<file path="src/rtl/ram_stream_reader_pkg.sv">
// Shared types and constants for the RAM stream reader.
package ram_stream_reader_pkg;

   typedef enum logic [1:0] {
      IDLE  = 2'd0,
      RUN   = 2'd1,
      DRAIN = 2'd2
   } reader_state_t;

   localparam int SKID_DEPTH = 2;

endpackage

</file>
<file path="src/rtl/ram_stream_reader_if.sv">
// Command, RAM read port and output stream of the reader, bundled.
// RAM_STREAM_READER_LAST_EN adds data_out_last to the stream.
interface ram_stream_reader_if #(
   parameter int DATA_WIDTH = 32,
   parameter int ADDR_WIDTH = 9
);
   logic                  start;
   logic [ADDR_WIDTH-1:0] base_addr;
   logic [ADDR_WIDTH:0]   length;
   logic                  busy;
   logic                  done;
   logic [ADDR_WIDTH-1:0] rd_addr;
   logic [DATA_WIDTH-1:0] rd_dout;
   logic [DATA_WIDTH-1:0] data_out;
   logic                  data_out_valid;
   logic                  data_out_ready;
`ifdef RAM_STREAM_READER_LAST_EN
   logic                  data_out_last;

   modport master (
      input  start, base_addr, length, rd_dout, data_out_ready,
      output busy, done, rd_addr, data_out, data_out_valid, data_out_last
   );
   modport slave (
      output start, base_addr, length, rd_dout, data_out_ready,
      input  busy, done, rd_addr, data_out, data_out_valid, data_out_last
   );
`else
   modport master (
      input  start, base_addr, length, rd_dout, data_out_ready,
      output busy, done, rd_addr, data_out, data_out_valid
   );
   modport slave (
      output start, base_addr, length, rd_dout, data_out_ready,
      input  busy, done, rd_addr, data_out, data_out_valid
   );
`endif
endinterface

</file>
<file path="src/rtl/ram_read_skid_buffer.sv">
// Two-entry FIFO absorbing RAM read data while the stream is stalled.
// Entry 0 is always the oldest word and drives data_out directly.
module ram_read_skid_buffer
   import ram_stream_reader_pkg::*;
#(
   parameter int WIDTH = 32
) (
   input  logic             clk,
   input  logic             rst_n,
   input  logic             push,
   input  logic [WIDTH-1:0] data_in,
   input  logic             pop,
   output logic [WIDTH-1:0] data_out,
   output logic [1:0]       count
);
   logic [SKID_DEPTH-1:0][WIDTH-1:0] ent_q, ent_d;
   logic [1:0] count_q, count_d, kept;
   logic       pop_ok, push_ok;

   always_comb begin
      ent_d   = ent_q;
      pop_ok  = pop && (count_q != 2'd0);
      kept    = count_q - {1'b0, pop_ok};
      push_ok = push && (kept != 2'(SKID_DEPTH));
      if (pop_ok) ent_d[0] = ent_q[1];
      // new word lands behind whatever survives the pop
      if (push_ok) begin
         if (kept == 2'd0) ent_d[0] = data_in;
         else              ent_d[1] = data_in;
      end
      count_d = kept + {1'b0, push_ok};
   end

   always_ff @(posedge clk) begin
      if (!rst_n) begin
         ent_q   <= '0;
         count_q <= 2'd0;
      end else begin
         ent_q   <= ent_d;
         count_q <= count_d;
      end
   end

   assign data_out = ent_q[0];
   assign count    = count_q;

endmodule

</file>
<file path="src/rtl/ram_stream_reader.sv">
// Walks a wrapping RAM address range and streams the words out bubble-free.
// RAM_STREAM_READER_LAST_EN adds data_out_last on the final beat of a command.
module ram_stream_reader
   import ram_stream_reader_pkg::*;
#(
   parameter int DATA_WIDTH = 32,
   parameter int ADDR_WIDTH = 9,
   parameter int SIZE       = 512
) (
   input logic                 clk,
   input logic                 rst_n,
   ram_stream_reader_if.master bus
);
`ifdef RAM_STREAM_READER_LAST_EN
   localparam int SKID_W = DATA_WIDTH + 1;
`else
   localparam int SKID_W = DATA_WIDTH;
`endif
   localparam logic [ADDR_WIDTH-1:0] ADDR_LAST = ADDR_WIDTH'(SIZE - 1);
   localparam logic [ADDR_WIDTH:0]   REM_ONE   = (ADDR_WIDTH+1)'(1);

   reader_state_t         state_q, state_d;
   logic [ADDR_WIDTH-1:0] rd_addr_q, rd_addr_d;
   logic [ADDR_WIDTH:0]   rem_q, rem_d;
   logic                  inflight_q, inflight_d;
   logic                  done_q, done_d;
   logic [1:0]            count;
   logic [2:0]            occ;
   logic                  pop, issue, cmd_go, cmd_zero;
   logic [SKID_W-1:0]     skid_in, skid_out;

   always_ff @(posedge clk) begin
      if (!rst_n) state_q <= IDLE;
      else        state_q <= state_d;
   end

   always_comb begin
      pop      = (count != 2'd0) && bus.data_out_ready;
      // words owned next cycle if we issue now must fit in the skid
      occ      = {1'b0, count} + {2'b0, inflight_q} - {2'b0, pop};
      issue    = (state_q == RUN) && (rem_q != '0) && (occ < 3'd2);
      cmd_go   = (state_q == IDLE) && bus.start && (bus.length != '0);
      cmd_zero = (state_q == IDLE) && bus.start && (bus.length == '0);
   end

   always_comb begin
      state_d = state_q;
      unique case (state_q)
         IDLE:    if (cmd_go) state_d = RUN;
         RUN:     if (issue && rem_q == REM_ONE) state_d = DRAIN;
         DRAIN:   if (!inflight_q && count == 2'd0) state_d = IDLE;
         default: state_d = IDLE;
      endcase
   end

   always_comb begin
      bus.busy = (state_q != IDLE);
   end

   always_comb begin
      rd_addr_d  = rd_addr_q;
      rem_d      = rem_q;
      inflight_d = issue;
      // last word leaves the skid this cycle, so done lines up with busy dropping next
      done_d     = cmd_zero ||
                   ((state_q == DRAIN) && !inflight_q && count == 2'd1 && pop);
      if (cmd_go) begin
         rd_addr_d = bus.base_addr;
         rem_d     = bus.length;
      end
      if (issue) begin
         rd_addr_d = (rd_addr_q == ADDR_LAST) ? '0 : rd_addr_q + ADDR_WIDTH'(1);
         rem_d     = rem_q - REM_ONE;
      end
   end

   always_ff @(posedge clk) begin
      if (!rst_n) begin
         rd_addr_q  <= '0;
         rem_q      <= '0;
         inflight_q <= 1'b0;
         done_q     <= 1'b0;
      end else begin
         rd_addr_q  <= rd_addr_d;
         rem_q      <= rem_d;
         inflight_q <= inflight_d;
         done_q     <= done_d;
      end
   end

`ifdef RAM_STREAM_READER_LAST_EN
   logic last_q, last_d;

   always_comb last_d = issue && (rem_q == REM_ONE);

   always_ff @(posedge clk) begin
      if (!rst_n) last_q <= 1'b0;
      else        last_q <= last_d;
   end

   assign skid_in           = {last_q, bus.rd_dout};
   assign bus.data_out_last = skid_out[DATA_WIDTH] && (count != 2'd0);
`else
   assign skid_in = bus.rd_dout;
`endif

   ram_read_skid_buffer #(.WIDTH(SKID_W)) u_skid (
      .clk      (clk),
      .rst_n    (rst_n),
      .push     (inflight_q),
      .data_in  (skid_in),
      .pop      (pop),
      .data_out (skid_out),
      .count    (count)
   );

   assign bus.rd_addr        = rd_addr_q;
   assign bus.done           = done_q;
   assign bus.data_out       = skid_out[DATA_WIDTH-1:0];
   assign bus.data_out_valid = (count != 2'd0);

endmodule
</file>
<file path="src/flat_wrapper.sv">
// flat-port wrapper written by rule: the top's interface ports become plain ports
module ram_stream_reader_flat import ram_stream_reader_pkg::*;
#(
   parameter int DATA_WIDTH = 32,
   parameter int ADDR_WIDTH = 9,
   parameter int SIZE       = 512
)
  (clk, rst_n, bus_start, bus_base_addr, bus_length, bus_rd_dout, bus_data_out_ready, bus_busy, bus_done, bus_rd_addr, bus_data_out, bus_data_out_valid);
  ram_stream_reader_if #(.DATA_WIDTH(DATA_WIDTH), .ADDR_WIDTH(ADDR_WIDTH)) bus_i ();
  input logic clk;
  input logic rst_n;
  input wire logic [$bits(bus_i.start)-1:0] bus_start;
  input wire logic [$bits(bus_i.base_addr)-1:0] bus_base_addr;
  input wire logic [$bits(bus_i.length)-1:0] bus_length;
  input wire logic [$bits(bus_i.rd_dout)-1:0] bus_rd_dout;
  input wire logic [$bits(bus_i.data_out_ready)-1:0] bus_data_out_ready;
  output wire logic [$bits(bus_i.busy)-1:0] bus_busy;
  output wire logic [$bits(bus_i.done)-1:0] bus_done;
  output wire logic [$bits(bus_i.rd_addr)-1:0] bus_rd_addr;
  output wire logic [$bits(bus_i.data_out)-1:0] bus_data_out;
  output wire logic [$bits(bus_i.data_out_valid)-1:0] bus_data_out_valid;
  assign bus_i.start = bus_start;
  assign bus_i.base_addr = bus_base_addr;
  assign bus_i.length = bus_length;
  assign bus_i.rd_dout = bus_rd_dout;
  assign bus_i.data_out_ready = bus_data_out_ready;
  assign bus_busy = bus_i.busy;
  assign bus_done = bus_i.done;
  assign bus_rd_addr = bus_i.rd_addr;
  assign bus_data_out = bus_i.data_out;
  assign bus_data_out_valid = bus_i.data_out_valid;
  ram_stream_reader #(.DATA_WIDTH(DATA_WIDTH), .ADDR_WIDTH(ADDR_WIDTH), .SIZE(SIZE)) u_core (.clk(clk), .rst_n(rst_n), .bus(bus_i));
endmodule
</file>
<file path="config.mk">
export PLATFORM = sky130hd
export DESIGN_NAME = ram_stream_reader_flat
export DESIGN_NICKNAME = d
export VERILOG_FILES = /design/src/rtl/ram_stream_reader_pkg.sv /design/src/rtl/ram_stream_reader_if.sv /design/src/rtl/ram_read_skid_buffer.sv /design/src/rtl/ram_stream_reader.sv /design/src/flat_wrapper.sv
export SDC_FILE = /design/constraint.sdc
export NUM_CORES = 1
export LEC_CHECK = 0
export ABC_AREA = 0
export CAP_MARGIN = 20
export CORE_ASPECT_RATIO = 1.4
export CORE_UTILIZATION = 68
export CTS_CLUSTER_SIZE = 8
export DETAILED_ROUTE_END_ITERATION = 16
export DONT_BUFFER_PORTS = 1
export GPL_TIMING_DRIVEN = 0
export PLACE_DENSITY = 0.85
export SYNTH_ARGS = -nofsm -noshare
export SYNTH_HDL_FRONTEND = slang
export SYNTH_SLANG_ARGS = --single-unit
</file>
<file path="constraint.sdc">
create_clock -name clk -period 6.8 [get_ports clk]
set_input_delay 1.36 -clock clk [delete_from_list [all_inputs] [get_ports clk]]
set_output_delay 1.36 -clock clk [all_outputs]
set_load 0.01 [all_outputs]
</file>
# Word level (Yosys, flattened, before mapping)
# Index checks and enable logic that the tools add are counted.
[word_totals] ff_bits=89 latchBits=0 mem_bits_rw=0 rom_bits=0 in_bits=55 out_inout_bits=44 word_cells=63 memories=0
[classes] addsub=6 multipliers=0 div=0 magnitude_cmp=1 n_eq_ne=9 n_shift=0 muxes=12 bitwise=1 n_reduce_logical=26
[ops] op="two-way mux 32 bit" count=3
[ops] op="two-way mux 9 bit" count=3
[ops] op="two-way mux 10 bit" count=2
[ops] op="nonzero test 10 bit" count=2
[ops] op="logical AND 1 bit" count=13
[ops] op="== test 10 x 1 -> 1 bit, second input constant" count=1
[ops] op="logical NOT 10 bit" count=1
[ops] op="subtractor 10 x 1 -> 10 bit, second input constant" count=1
[ops] op="adder 9 x 1 -> 9 bit, second input constant" count=1
[ops] op="== test 9 bit, second input constant" count=1
[ops] op="logical NOT 2 bit" count=3
[ops] op="two-way mux 2 bit" count=3
[ops] op="case mux 2 bit (3 select lines)" count=1
[ops] op="nonzero test 2 bit" count=3
[ops] op="== test 2 x 1 -> 1 bit, second input constant" count=2
[ops] op="inequality test 2 x 1 -> 1 bit, second input constant" count=2
[ops] op="inequality test 2 bit, second input constant" count=2
[ops] op="adder 2 x 1 -> 3 bit" count=1
[ops] op="less-than comparator 3 x 2 -> 1 bit, second input constant" count=1
[ops] op="AND reduction 3 bit" count=1
[ops] op="subtractor 3 x 1 -> 3 bit" count=1
[ops] op="adder 2 x 1 -> 2 bit" count=1
[ops] op="== test 2 bit, second input constant" count=1
[ops] op="AND reduction 2 bit" count=1
[ops] op="4 further kinds" count=4

# Longest topological paths before layout
[logic_depth] depth_word=8 ltp_mapped=14 ltp_nobuf=11

# By module
# Synthesis repeated with hierarchy kept, for this count alone.
[hier_totals] cells_unflattened=558 hier_area_um2=4880.9
[modules_own_cells] mod="ram_read_skid_buffer" n_inst=1 cells_each=371 area_per_inst_um2=3299.4
[modules_own_cells] mod="ram_stream_reader" n_inst=1 cells_each=187 area_per_inst_um2=1581.5

# Least setup slack after synthesis
# No wires, ideal clock.
[synth_timing] kind="input-to-reg" from="input bus_data_out_ready" to="register u_core.rem_q[6]" setup_ns=0.074 arrival_ns=3.827 required_time_ns=6.726 slack_ns=2.898 path_stages=12 n_path_buf=2 path_cell_list="nand2_1 -> buf_2 -> inv_1 -> ha_1 -> nand2b_1 -> fa_1 -> xnor2_1 -> and4b_1 -> buf_2 -> nand3_1 -> or4_1 -> a31oi_1"
[synth_between] elab_chain_cells=5 elab_cells_between_ends=6 classes_between="add/sub (1); order compare (1); mux (1); reduce/logical (3)"
[synth_lines] element="from (decl)" line_no="flat_wrapper.sv:16" text="input wire logic [$bits(bus_i.data_out_ready)-1:0] bus_data_out_ready;"
[synth_lines] element="logical AND 1 bit (*)" line_no="ram_stream_reader.sv:38" text="pop = (count != 2'd0) && bus.data_out_ready;"
[synth_lines] element="subtractor 3 x 1 -> 3 bit (*)" line_no="ram_stream_reader.sv:40" text="occ = {1'b0, count} + {2'b0, inflight_q} - {2'b0, pop};"
[synth_lines] element="less-than comparator 3 x 2 -> 1 bit (*)" line_no="ram_stream_reader.sv:41" text="issue = (state_q == RUN) && (rem_q != '0) && (occ < 3'd2);"
[synth_lines] element="logical AND 1 bit (*)" line_no="ram_stream_reader.sv:41"
[synth_lines] element="two-way mux 10 bit / nonzero test 2 bit (equally long branches)"
[synth_lines] element="to (signal assigned)" line_no="ram_stream_reader.sv:85" text="rem_q <= rem_d;"
[synth_lines] element="to (decl)" line_no="ram_stream_reader.sv:24" text="logic [ADDR_WIDTH:0] rem_q, rem_d;"
# Every way passes the cells marked *; elsewhere a longest branch is shown, timed or not.
# A chain may end at the register's enable or synchronous reset.

# Final worst setup path
# Same ends and word-level chain as after synthesis.

==> results.ini <==
[setup_path]
cp.required_ns=7.08
slowest_delay_ns=0.43
endpoint_kind=flip-flop
path_common_cell=buf_2
cp-start-kind=primary input
cp.arrival_ns=4.24
crit_type=primary input to flip-flop
path_max_fanout=10
crit_slowest_cell=or4_1
cp_cell_sequence=nand2_1 > buf_2 > inv_1 > ha_1 > nand2b_1 > fa_1 > xnor2_1 > and4b_1 > buf_2 > nand3_1 > or4_1 > a31oi_1

[clocking]
cts_tree=built
root_buffer=clkbuf_8
postCtsSetupBuffers=0
htreeDepth=3
hold_buffers=0
clkTransAtPathRegs_ns=0.09
clock_latency_ns=0.36
cts_num_sinks=89
numCtsBuffers=9
cts-resized-gates=0
cts_max_path_buffers=2

[drt]
drtIter0Drc=201
routed_wl_um=9150
ant_nets=0
vias=3281
firstDrtPassIters=4
via_per_inst=6.33
route.detailed.drc=0
wl_per_cell_um=17.7

[floorplan]
rows=33
die_h_um=94.5
start_util_pct=71.0
die_w_um=68.1
dieArea_um2=6440
core-area_um2=5860
io_pins=99

[global_route]
grt_antenna_before_repair=0
grt_pass1_vias=3156
grt_pass1_wl_um=14500
grt_max_degree=18
overflow=0
grt.total_usage_pct=29.5

[timing]
clock_skew_ns=0.0119
fin_ws_ns=2.84
hold_viol=0
tightest_slew_ns=0.804
max_freq_ghz=0.253
setup_tns_ns=0
slew_headroom_pct=45.9
rsz0062_at_grt=no
maxSlewViolCount=0
fin_crit_sh_pct=58.2
setup_viol=0
min_period_ns=3.96

[yosys]
synth_edf_count=0
synthesis.nets=494
seq_area_frac_synth_pct=42.8
syn_area_per_cell_um2=9.63
yosysTopAreaCell=dfxtp_1
synth_common_cells=dfxtp_1, nor2_1, buf_4
syn_inst=432
ys.flop_type=dfxtp_1
synth.area.top_cells=dfxtp_1, mux2i_1, a22o_1
synthArstFlopShare_pct=0
yosys_warnings=0
yosysMostFrequentCell=dfxtp_1
yosysUniqueCellTypes=58
synth_top_cell_area_share_pct=42.8
syn_area_um2=4160
ys_ff_latch=89

[placed_design]
dp_hpwl_um=6570
place_ws_ns=2.49
gpl.final_weighted_congestion=0.787
io_buffers=0
placed_cell_area_um2=4250

[power_and_ir_drop]
ir_worst_vdd_mv=0.226
leakage_nw=1.91
power_density_nw_per_um2=396

[finish]
num-fill-cells=451
multiInputGateArea_um2=1950
fin_area_um2=4450
diodes=0
seqCellArea_um2=1780
finalNetCount=505
drive_gt1_share_pct=16.1
area_delta_synth_final_pct=7.07

[flow_run]
maxCapViolations=0

[hold_path]
hp-class=flip-flop to flip-flop

[status]
status=completed

registers in the layout, summed over array words and instances (netlist names):
signal,flops
u_core.bus.done,1
u_core.bus.rd_addr,9
u_core.inflight_q,1
u_core.rem_q,10
u_core.state_q,2
u_core.u_skid.count,2
u_core.u_skid.data_out,32
u_core.u_skid.ent_q,32
cell type report:
class | count | share of cell area (%)
Tap cell | 70 | 1.97
Clock buffer | 9 | 2.78
Clock inverter | 7 | 1.85
Sequential cell | 89 | 40.0
Buffer | 60 | 9.07
Multi-Input combinational cell | 276 | 43.7
Inverter | 7 | 0.590
cells by family after synthesis:
group	count (synthesis)	share of synthesized area, %
fa+ha+maj	7	2.29
flops	89	42.8
buf+inv	67	10.3
xor+xnor	9	1.89
mux	33	8.06
compound gates	100	19.0
simple gates	127	15.6
worst paths after layout:
path                            slack [ns]                              endpoint                                  from  cells after the start
worst max-delay path                  2.84          u_core.rem_q[6]$_SDFFE_PN0P_                    bus_data_out_ready                     12
worst min-delay path                  0.49  u_core.u_skid.ent_q[32]$_SDFFE_PN0P_  u_core.u_skid.ent_q[32]$_SDFFE_PN0P_                      1
worst max register to register        3.05          u_core.rem_q[6]$_SDFFE_PN0P_     u_core.u_skid.count[1]$_SDFF_PN0_                     13
worst min register to register        0.49  u_core.u_skid.ent_q[32]$_SDFFE_PN0P_  u_core.u_skid.ent_q[32]$_SDFFE_PN0P_                      1
stage by stage:
stage                     total power [mW]  util [%]  hold WS [ns]  instances
final                                 1.76      76.0         0.488        518
after global routing                  1.87      76.0         0.502        518
after CTS                             1.77      76.0         0.489        518
after detailed placement              1.39      72.4         0.463        502
after global placement                1.37      72.4         0.460        502
after floorplan                       1.26         -         0.449        432
layout by cell type (no fill, tap or decap), types with 3 or more instances in the layout:
cell type and n:
or2_2 3, nand4_1 3, xnor2_1 5, buf_4 33, buf_1 3, a31oi_1 8
a211oi_1 32, buf_2 4, or3_1 3, inv_1 6, a21oi_1 8, dfxtp_1 89
nor3_1 4, ha_1 6, mux2i_1 32, o211ai_1 3, a22o_1 32, clkbuf_8 11
nor2_1 47, nand2_1 26, and3_1 3, nand3_1 16, clkbuf_1 15, o21ai_0 3
xor2_1 4
layer usage:
layer	vias up	share of wire [%]	global-route usage (%)
met5	-	0	0
met4	0	1.5	13.2
met2	92	51	50.3
met1	1615	41	33.4
li1	1562	-	-
met3	12	6.0	7.73
where the power goes:
group          internal, mW  switching [mW]  leakage (nW)  total [mW]
clock network         0.177           0.204         0.104       0.381
registers             0.631           0.104         0.723       0.735
logic                 0.299           0.348          1.09       0.647
total                  1.11           0.657          1.91        1.76
critical path, delay by kind of cell:
family / cells / cell delay [ns]
and+or+nand+nor: 5 / 1.18
AOI/OAI and AO/OA: 1 / 0.17
adders and majority gates: 2 / 0.66
xor gates and xnor gates: 1 / 0.14
buffers and inverters: 3 / 0.72
Power figures use the tool's default switching activity.
